==> config.mk <==
export PLATFORM = sky130hd
export DESIGN_NAME = irq_pending_latch
export DESIGN_NICKNAME = d
export VERILOG_FILES = /design/src/rtl/irq_pending_latch.sv
export SDC_FILE = /design/constraint.sdc
export NUM_CORES = 1
export LEC_CHECK = 0
export BUFFER_PORTS_ARGS = -buffer_cell sky130_fd_sc_hd__buf_2
export CAP_MARGIN = 20
export CORE_UTILIZATION = 40
export CTS_CLUSTER_SIZE = 8
export DETAILED_ROUTE_END_ITERATION = 7
export GPL_ROUTABILITY_DRIVEN = 1
export GPL_TIMING_DRIVEN = 1
export PLACE_DENSITY = 0.69
export SLEW_MARGIN = 40
export SYNTH_ARGS = -nofsm -noshare
export SYNTH_HDL_FRONTEND = slang
export SYNTH_SLANG_ARGS = --single-unit
==> constraint.sdc <==
create_clock -name clk -period 1.4 [get_ports clk]
set_clock_uncertainty 0.15 [all_clocks]
set_input_delay 0 -clock clk [delete_from_list [all_inputs] [get_ports clk]]
set_output_delay 0 -clock clk [all_outputs]
set_load 0.05 [all_outputs]
==> src/rtl/irq_pending_latch.sv <==
// Sticky rising-edge pending latch with a present/ack/gap handshake around an external priority encoder.
// Optional per-line masking of the pend vector is enabled by defining IRQ_PENDING_MASK_EN.
module irq_pending_latch (
  input  logic       clk,
  input  logic       rst_n,
  input  logic [3:0] req,
  input  logic       clr_all,
`ifdef IRQ_PENDING_MASK_EN
  input  logic [3:0] mask,
`endif
  output logic [3:0] pend,
  input  logic [1:0] enc_id,
  input  logic       enc_valid,
  output logic [1:0] irq_id,
  output logic       irq_valid,
  input  logic       irq_ack,
  output logic [3:0] ovf
);

  typedef enum logic [1:0] {IDLE, PRESENT, GAP} state_t;

  state_t     state, state_nxt;
  logic [1:0] id_nxt;
  logic [3:0] req_d;
  logic [3:0] pnd;
  logic [3:0] req_edge;
  logic [3:0] ack_clr;

  assign req_edge = req & ~req_d;
  assign ack_clr  = (state == PRESENT && irq_ack) ? (4'b0001 << irq_id) : 4'b0000;

  // A same-cycle edge wins over the ack clear, so the bit stays pending and no overflow is flagged.
  always_ff @(posedge clk) begin
    if (!rst_n) begin
      req_d <= 4'b0000;
      pnd   <= 4'b0000;
      ovf   <= 4'b0000;
    end else begin
      req_d <= req;
      if (clr_all) begin
        pnd <= 4'b0000;
        ovf <= 4'b0000;
      end else begin
        pnd <= (pnd & ~ack_clr) | req_edge;
        ovf <= ovf | (req_edge & pnd & ~ack_clr);
      end
    end
  end

  always_ff @(posedge clk) begin
    if (!rst_n) begin
      state  <= IDLE;
      irq_id <= 2'd0;
    end else begin
      state  <= state_nxt;
      irq_id <= id_nxt;
    end
  end

  always_comb begin
    state_nxt = state;
    id_nxt    = irq_id;
    case (state)
      IDLE: begin
        if (enc_valid) begin
          state_nxt = PRESENT;
          id_nxt    = enc_id;
        end
      end
      PRESENT: begin
        if (irq_ack) state_nxt = GAP;
      end
      GAP:     state_nxt = IDLE;
      default: state_nxt = IDLE;
    endcase
    if (clr_all) begin
      state_nxt = IDLE;
      id_nxt    = irq_id;
    end
  end

  assign irq_valid = (state == PRESENT);

`ifdef IRQ_PENDING_MASK_EN
  assign pend = pnd & ~mask;
`else
  assign pend = pnd;
`endif

endmodule

Word-level counts from Yosys, hierarchy flattened
Cells that the tools add are included.

word-level totals
  bits in registers = 16
  bits in latches = 0
  bits in writable memories = 0
  ROM bits = 0
  bits of input ports = 11
  logic and storage cells = 28
  memories kept = 0

cells by class
  add/sub/neg operators = 0
  multiply operators = 0
  divide/modulo/power cells = 0
  magnitude comparators = 0
  equality and inequality tests = 3
  shift operators = 1
  multiplexer cells = 4
  bitwise logic cells = 10
  reductions and logical operators = 5

operator list
  operator                                                               number
  4-bit bitwise AND                                                      4
  4-bit NOT                                                              2
  4-bit bitwise OR                                                       2
  2-bit two-way mux                                                      2
  4-bit two-way mux                                                      1
  2-bit case mux with 2 select lines                                     1
  1-bit by 2-bit left shift with 4-bit output, first input constant      1
  3-bit AND reduction                                                    1
  2-bit by 1-bit equality test with 1-bit output, second input constant  1
  2-bit zero test                                                        1
  2-bit by 1-bit != test with 1-bit output, second input constant        1
  2-bit != test, second input constant                                   1
  1-bit NOT                                                              2
  2-bit AND reduction                                                    1
  2-bit OR reduction                                                     1
  1-bit logical AND                                                      1

Logic depth before layout (Yosys ltp)
Gate-level depths: netlist of the first run.

  word-level depth = 6
  mapped depth = 4

Worst setup path after synthesis of the first run
No wires, ideal clock.

  path type = reg2reg
  start point = register irq_id[1]
  end point = register ovf[3]
  arrival = 1300 ps
  required time = 1133 ps
  slack = -167 ps
  stages on the path, launching flop included = 4
  clock period less this slack = 1567 ps
  cells stage by stage = dfxtp_1 > nand3b_1 > or2_1 > a32o_1

between the ends
  cells in the longest elaborated chain, start to end = 5

ends and longest elaborated chain
  what                                         RTL line  text
  start: declaration                           14        output logic [1:0] irq_id,
  start signal: assignment                     56        irq_id <= id_nxt;
  1-bit by 2-bit left shift with 4-bit output  30        assign ack_clr = (state == PRESENT && irq_ack) ? (4'b0001 << irq_id) : 4'b0000;
  4-bit two-way mux                            30
  4-bit NOT                                    45        ovf <= ovf | (req_edge & pnd & ~ack_clr);
  4-bit bitwise AND                            45
  4-bit bitwise OR                             45
  end signal: assignment                       45
  end: declaration                             17        output logic [3:0] ovf

No other way between the ends.
A chain may end at the register's enable or synchronous reset.

Worst setup path after layout of the first run
  start point = input req[2]
  end point = register req_d[2]

RTL lines
  what                    RTL line  text
  start: declaration      6         input logic [3:0] req,
  end signal: assignment  39        req_d <= req;
  end: declaration        24        logic [3:0] req_d;

No word-level cell between the ends.

==> impl_metrics.toml, run 1 <==
[status]
outcome = "completed"

[clocking]
cts_tree = "yes"
clkSlewWorstSetupHoldPaths_ns = 0.09
cts_root_buffer = "clkbuf_4"
cts_made_buffers = 3
htreeDepth = 1
clkLatencyLatePin_ns = 0.28
cts.sinks = 16
clockBufferDepth = 2

[global_routing]
grt_pass1_wl_mm = 2.484
antenna_found_initial = 0
track_usage_pct = 18.33
grt-ovfl-total = 0
grt_max_degree = 10
grt_pass1_vias = 570

[worst_setup_path]
start_kind = "primary input"
crit_path_end_kind = "flop"
max_stage_delay_ns = 0.55
reg2reg_slack_ns = 0.07
r2r-start = "state[1]"
r2r_cells = 3
worst_ep_required_time_ns = 1.42
cp_num_buf_inv = 3
cp_data_arrival_time_ns = 1.37
startpoint = "req[2]"
critical_path.top_delay_family = "buffers and inverters"
setup.worst_path.class = "in -> reg"
r2r-end = "ovf[1]"
crit_path_frequent_cell = "dlygate4sd3_1"
critPathMaxFanout = 2
worstPathCellList = "dlygate4sd3_1 > buf_2 > and2_1 > dlygate4sd3_1"
cp_slowest_cell = "dlygate4sd3_1"

[placed_design]
dp.cells = 97
hpwl_um = 904.7
place_area_um2 = 749.5
io_buffers = 21
routabilityCongestion = 0.6818

[routing]
drtIter0Drc = 1
via_per_inst = 5.000
drc = 0
vias = 570
wirelength_mm = 1.341
drtPass1Iterations = 3
wl_per_cell_um = 11.76
ant_nets = 0

[power]
leakage_nw = 0.4194
p_per_area_mw_per_mm2 = 997.4
finalPower_uw = 933.5
irDropWorstVdd_mv = 0.6272

[timing]
setup_tns_ns = 0
timing.final.crit_share_pct = 96.36
slew_violations = 0
rsz0062_at_grt = "false"
hold_viol = 0
worst_pin_slew_ns = 0.3019
max_freq_ghz = 0.7413
setup_viol = 0
maxSlewHeadroom_pct = 79.88
final.min_clock_period_ns = 1.349

[layout]
num_antenna_cells = 0
drive_above_1_share_pct = 35.35
synthToLayoutAreaGrowth_pct = 49.00
fin_cells = 114
final_cell_area_um2 = 935.9
finalNetCount = 111

[synth]
synth_area_leaders = "dfxtp_1 (51%), mux2i_1 (4.8%), a21oi_1 (4.0%)"
netlist_instances = 62
syn_area_um2 = 628.1
synth_largest_area_cell = "dfxtp_1"
yosysSeqAreaShare_pct = 51.00
netlist.area_leader.share_pct = 51.00
yosys_warnings = 0
ys_types = 23
avgSynthCellArea_um2 = 10.13
synth-seq-cells = 16
syn-num-nets = 73

[floorplan]
fp.dieW_um = 41.63
die-area_mm2 = 0.001733
ios = 22
fp-row-count = 13
core-area_mm2 = 0.001383
start_util_pct = 45.43
die_y_um = 41.63

[worst_hold_path]
min_path_cells = 2
hold_path_end = "irq_id[0]"
hp-class = "in -> reg"
hp-start = "rst_n"

[flow_run]
maxCapViolCount = 0
## stage by stage
stage	hold slack [ns]	setup WS, ns	utilization, %
4_1_cts	0.3076	0.01761	66.97
3_5_place_dp	0.06951	0.03806	54.21
2_1_floorplan	-0.02829	0.02621	-
5_1_grt	0.1096	0.01279	67.69
6_report	0.09288	0.05102	67.69
3_3_place_gp	0.06301	0.05302	54.21
## how the worst max path moves through the flow
stage / cells past startpoint / end
6_report: 4 / req_d[2]
4_1_cts: 3 / ovf[1]
5_1_grt: 5 / ovf[3]
3_3_place_gp: 3 / ovf[1]
3_5_place_dp: 3 / ovf[1]
2_1_floorplan: 3 / ovf[3]
## cells in the final DEF, fill, tap and decap left out, types with 4 or more instances in the layout
cell | synthesis | final
buf_2 | 1 | 20
dlygate4sd3_1 | 0 | 13
dfxtp_1 | 16 | 12
inv_1 | 6 | 6
a21oi_1 | 5 | 5
and2_1 | 4 | 4
nand2_1 | 4 | 4
dfxtp_2 | 0 | 4
## final cells by class
class	count	area, um^2
tap	15	18.77
sequential	16	325.3
inverter	6	22.52
timing repair buffer	34	242.7
multi-input combinational	39	290.3
fill	121	446.7
clock buffer	4	36.28
## state kept, by name, summed over array words and instances, names as in the netlist
| signal | cells |
|---|---|
| ovf | 4 |
| pend | 4 |
| req_d | 4 |
| irq_id | 2 |
| state | 2 |
## logic make-up after synthesis
family                 count (synthesis)  synth area share (%)
and+or+nand+nor                       23                 26.29
DFF                                   16                 51.00
AOI/OAI and AO/OA                     13                 13.55
buffers and inverters                  7                 4.381
muxes                                  3                 4.781
## power by group
group / switching, mW / total (mW) / internal, mW
combinational: 0.0823 / 0.152 / 0.0696
clock: 0.139 / 0.297 / 0.158
sequential: 0.0115 / 0.485 / 0.473
## Yosys cell counts, drive strengths merged
cell and count:
or3b 1, and2 4, o21ai 3, nor3b 1, and2b 1, dfxtp 16
a32o 1, a31o 1, nor3 1, a21oi 5, mux2i 3, inv 6
nor2b 3, or2 1, buf 1, nor2 1, nand2 4, nor4b 2
nand2b 3, o2111ai 2, o41ai 1, nand3b 1
## what timing repair did
| item | in CTS | in global routing |
|---|---|---|
| gates resized for setup | 0 | 6 |
| setup endpoints to repair | 0 | 10 |
| hold endpoints to repair | 15 | 0 |
| hold buffers | 14 | 0 |
| buffers inserted | 0 | 0 |
## layer usage
| layer | track usage, % | share of wire (%) |
|---|---|---|
| met1 | 22.34 | 46 |
| met5 | 0 | 0 |
| met2 | 31.87 | 49 |
| met3 | 2.609 | 3.2 |
| met4 | 7.742 | 1.7 |
(Power assumes the default switching activity.)
==> inputs of run 2 (changes only) <==
--- a/config.mk
+++ b/config.mk
@@ -7,12 +7,14 @@
 export LEC_CHECK = 0
 export BUFFER_PORTS_ARGS = -buffer_cell sky130_fd_sc_hd__buf_2
 export CAP_MARGIN = 20
-export CORE_UTILIZATION = 40
+export CELL_PAD_IN_SITES_DETAIL_PLACEMENT = 1
+export CELL_PAD_IN_SITES_GLOBAL_PLACEMENT = 2
+export CORE_UTILIZATION = 27
 export CTS_CLUSTER_SIZE = 8
 export DETAILED_ROUTE_END_ITERATION = 7
 export GPL_ROUTABILITY_DRIVEN = 1
 export GPL_TIMING_DRIVEN = 1
-export PLACE_DENSITY = 0.69
+export PLACE_DENSITY = 0.76
 export SLEW_MARGIN = 40
 export SYNTH_ARGS = -nofsm -noshare
 export SYNTH_HDL_FRONTEND = slang
==> run 2 against run 1 <==
Effect of this change: combinational power hardly changed; fmax increased by 0.79%; power is 7.3% lower; largest cell class unchanged.
==> impl_metrics.toml, run 2 (synthesis gave the netlist of run 1 again) <==
[power]
p_int_uw = 642.2
power_frac_comb_pct = 17.5
irDropWorstVdd_mv = 0.5521
clkPwrFrac_pct = 26.4
p_per_area_mw_per_mm2 = 929.3
sw_frac_of_total_pct = 25.76
leakage_nw = 0.4011
p_switching_uw = 222.9
power_frac_seq_pct = 56.1

[global_routing]
grt_max_degree = 10
use_met3_pct = 2.727
use_met1_pct = 17.32
grt.busiest_layer = "met2"
grt_pass1_wl_mm = 2.525
grt_pass1_vias = 579
track_usage_pct = 13.45
antenna_found_initial = 0
grt_util_met2_pct = 20.89
grt-ovfl-total = 0

[layout]
final_util_pct = 42.08
final_common_cell = "buf_2"
finalNetCount = 112
final_cell_area_um2 = 930.9
num_antenna_cells = 0
synthToLayoutAreaGrowth_pct = 48.21
final_cell_mix = "buf_2 (21), dlygate4sd3_1 (14), dfxtp_1 (12)"
fin_cells = 127
drive_above_1_share_pct = 33.33

[flow_run]
maxCapViolCount = 0

[worst_setup_path]
setup.worst_path.class = "reg -> reg"
critPathMaxFanout = 6
max_stage_delay_ns = 0.42
worst_ep_required_time_ns = 1.40
worstPathCellList = "or3b_4 > o2111ai_1 > a21oi_1"
cp_num_buf_inv = 0
cp_data_arrival_time_ns = 1.34
crit_path_end_kind = "flop"
critical_path.top_delay_family = "simple AND/OR/NAND/NOR gates"
cp_slowest_cell = "or3b_4"
start_kind = "flop"

[floorplan]
ios = 22
start_util_pct = 28.39
core-area_mm2 = 0.002212
die-area_mm2 = 0.002523
die_y_um = 50.23
fp-row-count = 17
fp.dieW_um = 50.23

[routing]
wl_per_cell_um = 11.43
drtIter0Drc = 7
via_per_inst = 4.512
drtPass1Iterations = 4
ant_nets = 0
wirelength_mm = 1.452
drc = 0
vias = 573

[timing]
maxSlewHeadroom_pct = 73.48
hold_viol = 0
setup_tns_ns = 0
final.min_clock_period_ns = 1.338
setup_slack_ns = 0.06161
slew_violations = 0
setup_viol = 0
rsz0062_at_grt = "false"
max_freq_ghz = 0.7472
timing.final.crit_share_pct = 95.60
worst_pin_slew_ns = 0.3978

[clocking]
cts_root_buffer = "clkbuf_4"
post-cts-setup-buffers = 0
cts.sinks = 16
cts_tree = "yes"
clkLatencyLatePin_ns = 0.27
clockBufferDepth = 2
clkSlewWorstSetupHoldPaths_ns = 0.09
htreeDepth = 1
cts_made_buffers = 3

[placed_design]
io_buffers = 21
hpwl_mm = 1.050
routabilityCongestion = 0.7187
place_area_um2 = 765.7
dp.cells = 110
post-place-ws_ns = 0.02509

[status]
outcome = "completed"

[worst_hold_path]
hp-class = "in -> reg"
-- run 2: cell types whose count changed in the layout (fill, tap and decap cells not counted), sizes merged --
cell | previous run | this run
clkbuf | 4 | 3
dlymetal6s4s | 1 | 0
dlygate4sd3 | 13 | 14
buf | 20 | 21
-- run 2: metrics by stage --
step / hold slack (ns) / power [mW]
final: 0.05848 / 0.8651
after CTS: 0.05998 / 0.8739
after global placement: 0.06118 / 0.6158
after floorplan: -0.02829 / 0.5772
after detailed placement: 0.06995 / 0.6183
after global routing: 0.07797 / 0.9156
-- run 2: cell type report --
| type | count | area [um^2] |
|---|---|---|
| flip-flops and latches | 16 | 325.3 |
| inverters | 6 | 22.52 |
| repair buffers | 35 | 245.2 |
| clock buffers | 3 | 22.52 |
| fillers | 268 | 1281 |
| well taps | 28 | 35.03 |
| multi-input cells | 39 | 280.3 |
-- run 2: final timing paths --
check	cells past startpoint	from	slack (ns)	endpoint
min	4	rst_n	0.06	ovf[2]
max reg2reg	3	state[1]	0.06	ovf[0]
max	3	state[1]	0.06	ovf[0]
min reg2reg	2	ovf[0]	0.30	ovf[0]
-- run 2: power groups by stage --
stage                     clock (mW)  combinational, mW  sequential (mW)
after floorplan                    0             0.0497            0.528
after global placement             0              0.121            0.495
after detailed placement           0              0.122            0.496
after CTS                      0.236              0.153            0.485
after global routing           0.262              0.166            0.488
final                          0.228              0.151            0.486
-- run 2: worst reg2reg max path, stage by stage (launching register included) --
cell and delay, ns:
dfxtp_2 0.36, or3b_4 0.42, o2111ai_1 0.20, a21oi_1 0.09
-- run 2: layer usage --
metal  share of wire (%)  wire length [um]  up-vias
met3                 3.4                50        2
li1                    -                 -      286
met4                0.83                12        0
met1                  46               673      273
met5                   0                 0        -
met2                  49               715       12
-- run 2: timing repair --
action / 4_1_cts / 5_1_grt
hold buffers: 14 / 0
hold endpoints to repair: 15 / 0
resized for setup: 0 / 3
endpoints found under the setup margin: 0 / 6
==> inputs of run 3 (changes only) <==
==> constraint.sdc (replaced) <==
create_clock -name clk -period 1.4 [get_ports clk]
set_clock_uncertainty 0.15 [all_clocks]
set_input_delay 0.14 -clock clk [delete_from_list [all_inputs] [get_ports clk]]
set_output_delay 0.14 -clock clk [all_outputs]
set_load 0.05 [all_outputs]
==> run 3 against run 2 <==
Effect of this change: die area is the same; wire length rose by 7.4%; combinational power is 4% lower; utilization is 1.2 points lower; first-iteration DRC count is 43% lower; critical path type is now reg -> out.
==> impl_metrics.toml, run 3 (synthesis gave the netlist of run 1 again) <==
[power]
p_int_uw = 692.2
irDropWorstVdd_mv = 0.3984
leakage_nw = 0.3843
sw_frac_of_total_pct = 27.20
p_switching_uw = 258.6
finalPower_uw = 950.8
power_frac_comb_pct = 15.3
clkPwrFrac_pct = 33.8
p_per_area_mw_per_mm2 = 1051
power_frac_seq_pct = 50.9

[global_routing]
grt_max_degree = 10
antenna_found_initial = 0
grt-ovfl-total = 0
track_usage_pct = 13.82
grt_pass1_vias = 560
grt_pass1_wl_mm = 2.504

[timing]
worst_pin_slew_ns = 0.3492
slew_violations = 0
maxSlewHeadroom_pct = 76.39
setup_tns_ns = 0
hold_viol = 0
setup_viol = 0
final.min_clock_period_ns = 1.357
timing.final.crit_share_pct = 96.90
rsz0062_at_grt = "false"
max_freq_ghz = 0.7372

[worst_setup_path]
crit_path_end_kind = "primary output"
reg2reg_slack_ns = 0.05
worst_ep_required_time_ns = 1.11
cp_data_arrival_time_ns = 1.07
r2r_cells = 3
setup.worst_path.class = "reg -> out"
worstPathCellList = "and2b_2 > buf_6"
critPathMaxFanout = 6
cp_slowest_cell = "dfxtp_4"
start_kind = "flop"
r2r-end = "ovf[1]"
max_stage_delay_ns = 0.40
r2r-start = "state[1]"

[layout]
num_antenna_cells = 0
drive_above_1_share_pct = 38.95
final_cell_mix = "buf_2 (20), dfxtp_1 (12), dlygate4sd3_1 (7)"
fin_cells = 123
fillers = 270
final_util_pct = 40.89
final_cell_area_um2 = 904.6
finalNetCount = 107
final_common_cell = "buf_2"
synthToLayoutAreaGrowth_pct = 44.02

[worst_hold_path]
hold_path_end = "state[0]"
hp-start = "enc_valid"
hp-class = "in -> reg"
min_path_cells = 3

[clocking]
cts_made_buffers = 3
cts.sinks = 16
cts_tree = "yes"
clkLatencyLatePin_ns = 0.29
clkSlewWorstSetupHoldPaths_ns = 0.11
clockBufferDepth = 2
cts_root_buffer = "clkbuf_4"
htreeDepth = 1

[routing]
wirelength_mm = 1.560
via_per_inst = 4.472
drtPass1Iterations = 2
vias = 550
drtIter0Drc = 4
drc = 0
wl_per_cell_um = 12.68
ant_nets = 0

[placed_design]
hpwl_mm = 1.104
routabilityCongestion = 0.7801
io_buffers = 21
place_area_um2 = 780.7
dp.cells = 112

[floorplan]
die_y_um = 50.23
start_util_pct = 28.39
fp-row-count = 17
fp.dieW_um = 50.23
ios = 22
die-area_mm2 = 0.002523
core-area_mm2 = 0.002212

[flow_run]
maxCapViolCount = 0

[status]
outcome = "completed"
[run 3: cell count changes in the layout (fill, tap and decap cells not counted)]
cell / before / now
dlygate4sd3_1: 14 / 7
buf_4: 0 / 2
dfxtp_4: 0 / 1
buf_2: 21 / 20
buf_6: 0 / 1
o2111ai_1: 2 / 1
dfxtp_2: 4 / 3
clkbuf_8: 0 / 1
o2111ai_2: 0 / 1
[run 3: final cells by class]
class | count | area, um^2 | share of cell area [%]
multi-input cells | 39 | 286.5 | 31.67
flip-flops and latches | 16 | 327.8 | 36.24
well taps | 28 | 35.03 | 3.873
repair buffers | 30 | 196.4 | 21.72
clock buffers | 4 | 36.28 | 4.011
inverters | 6 | 22.52 | 2.490
[run 3: metrics by stage]
step                worst slack (ns)  hold WS (ns)
floorplan                    0.02621        0.1117
global placement             0.07348        0.2021
detailed placement           0.03513        0.2102
CTS                          0.02016       0.02232
global route                0.006580       0.03478
finish                       0.04347       0.03562
[run 3: worst max-delay path, delay by kind of cell (launching register included)]
family	cells	cell delay [ns]
AND/OR/NAND/NOR	1	0.23
buffers and inverters	1	0.15
flip-flops	1	0.40
[run 3: worst max path at each step]
stage                     startpoint   endpoint  slack (ns)  depth (start not counted)
after global placement      state[1]     ovf[1]        0.07                          3
after detailed placement    state[1]     ovf[0]        0.04                          3
after global routing        state[1]  irq_valid       0.007                          2
final                       state[1]  irq_valid        0.04                          2
after CTS                   state[1]  irq_valid        0.02                          2
after floorplan            irq_id[1]     ovf[3]        0.03                          3
[run 3: power groups by stage]
stage | Clock, mW | Sequential (mW) | Combinational, mW
2_1_floorplan | 0 | 0.528 | 0.0497
3_3_place_gp | 0 | 0.495 | 0.125
3_5_place_dp | 0 | 0.496 | 0.127
4_1_cts | 0.323 | 0.484 | 0.144
5_1_grt | 0.346 | 0.487 | 0.156
6_report | 0.321 | 0.484 | 0.145
[run 3: repair_timing]
action	CTS	global route
gates resized for setup	4	3
gates cloned	0	0
endpoints found under the hold margin	10	0
setup buffers	0	0
setup endpoints to repair	1	3
hold buffers	7	0
[run 3: per-layer routing]
layer	vias up	track usage (%)	routed length (um)
met5	-	0	0
met4	0	7.143	14
met3	2	2.727	44
met2	12	24.00	789
met1	258	15.80	712
li1	278	-	-
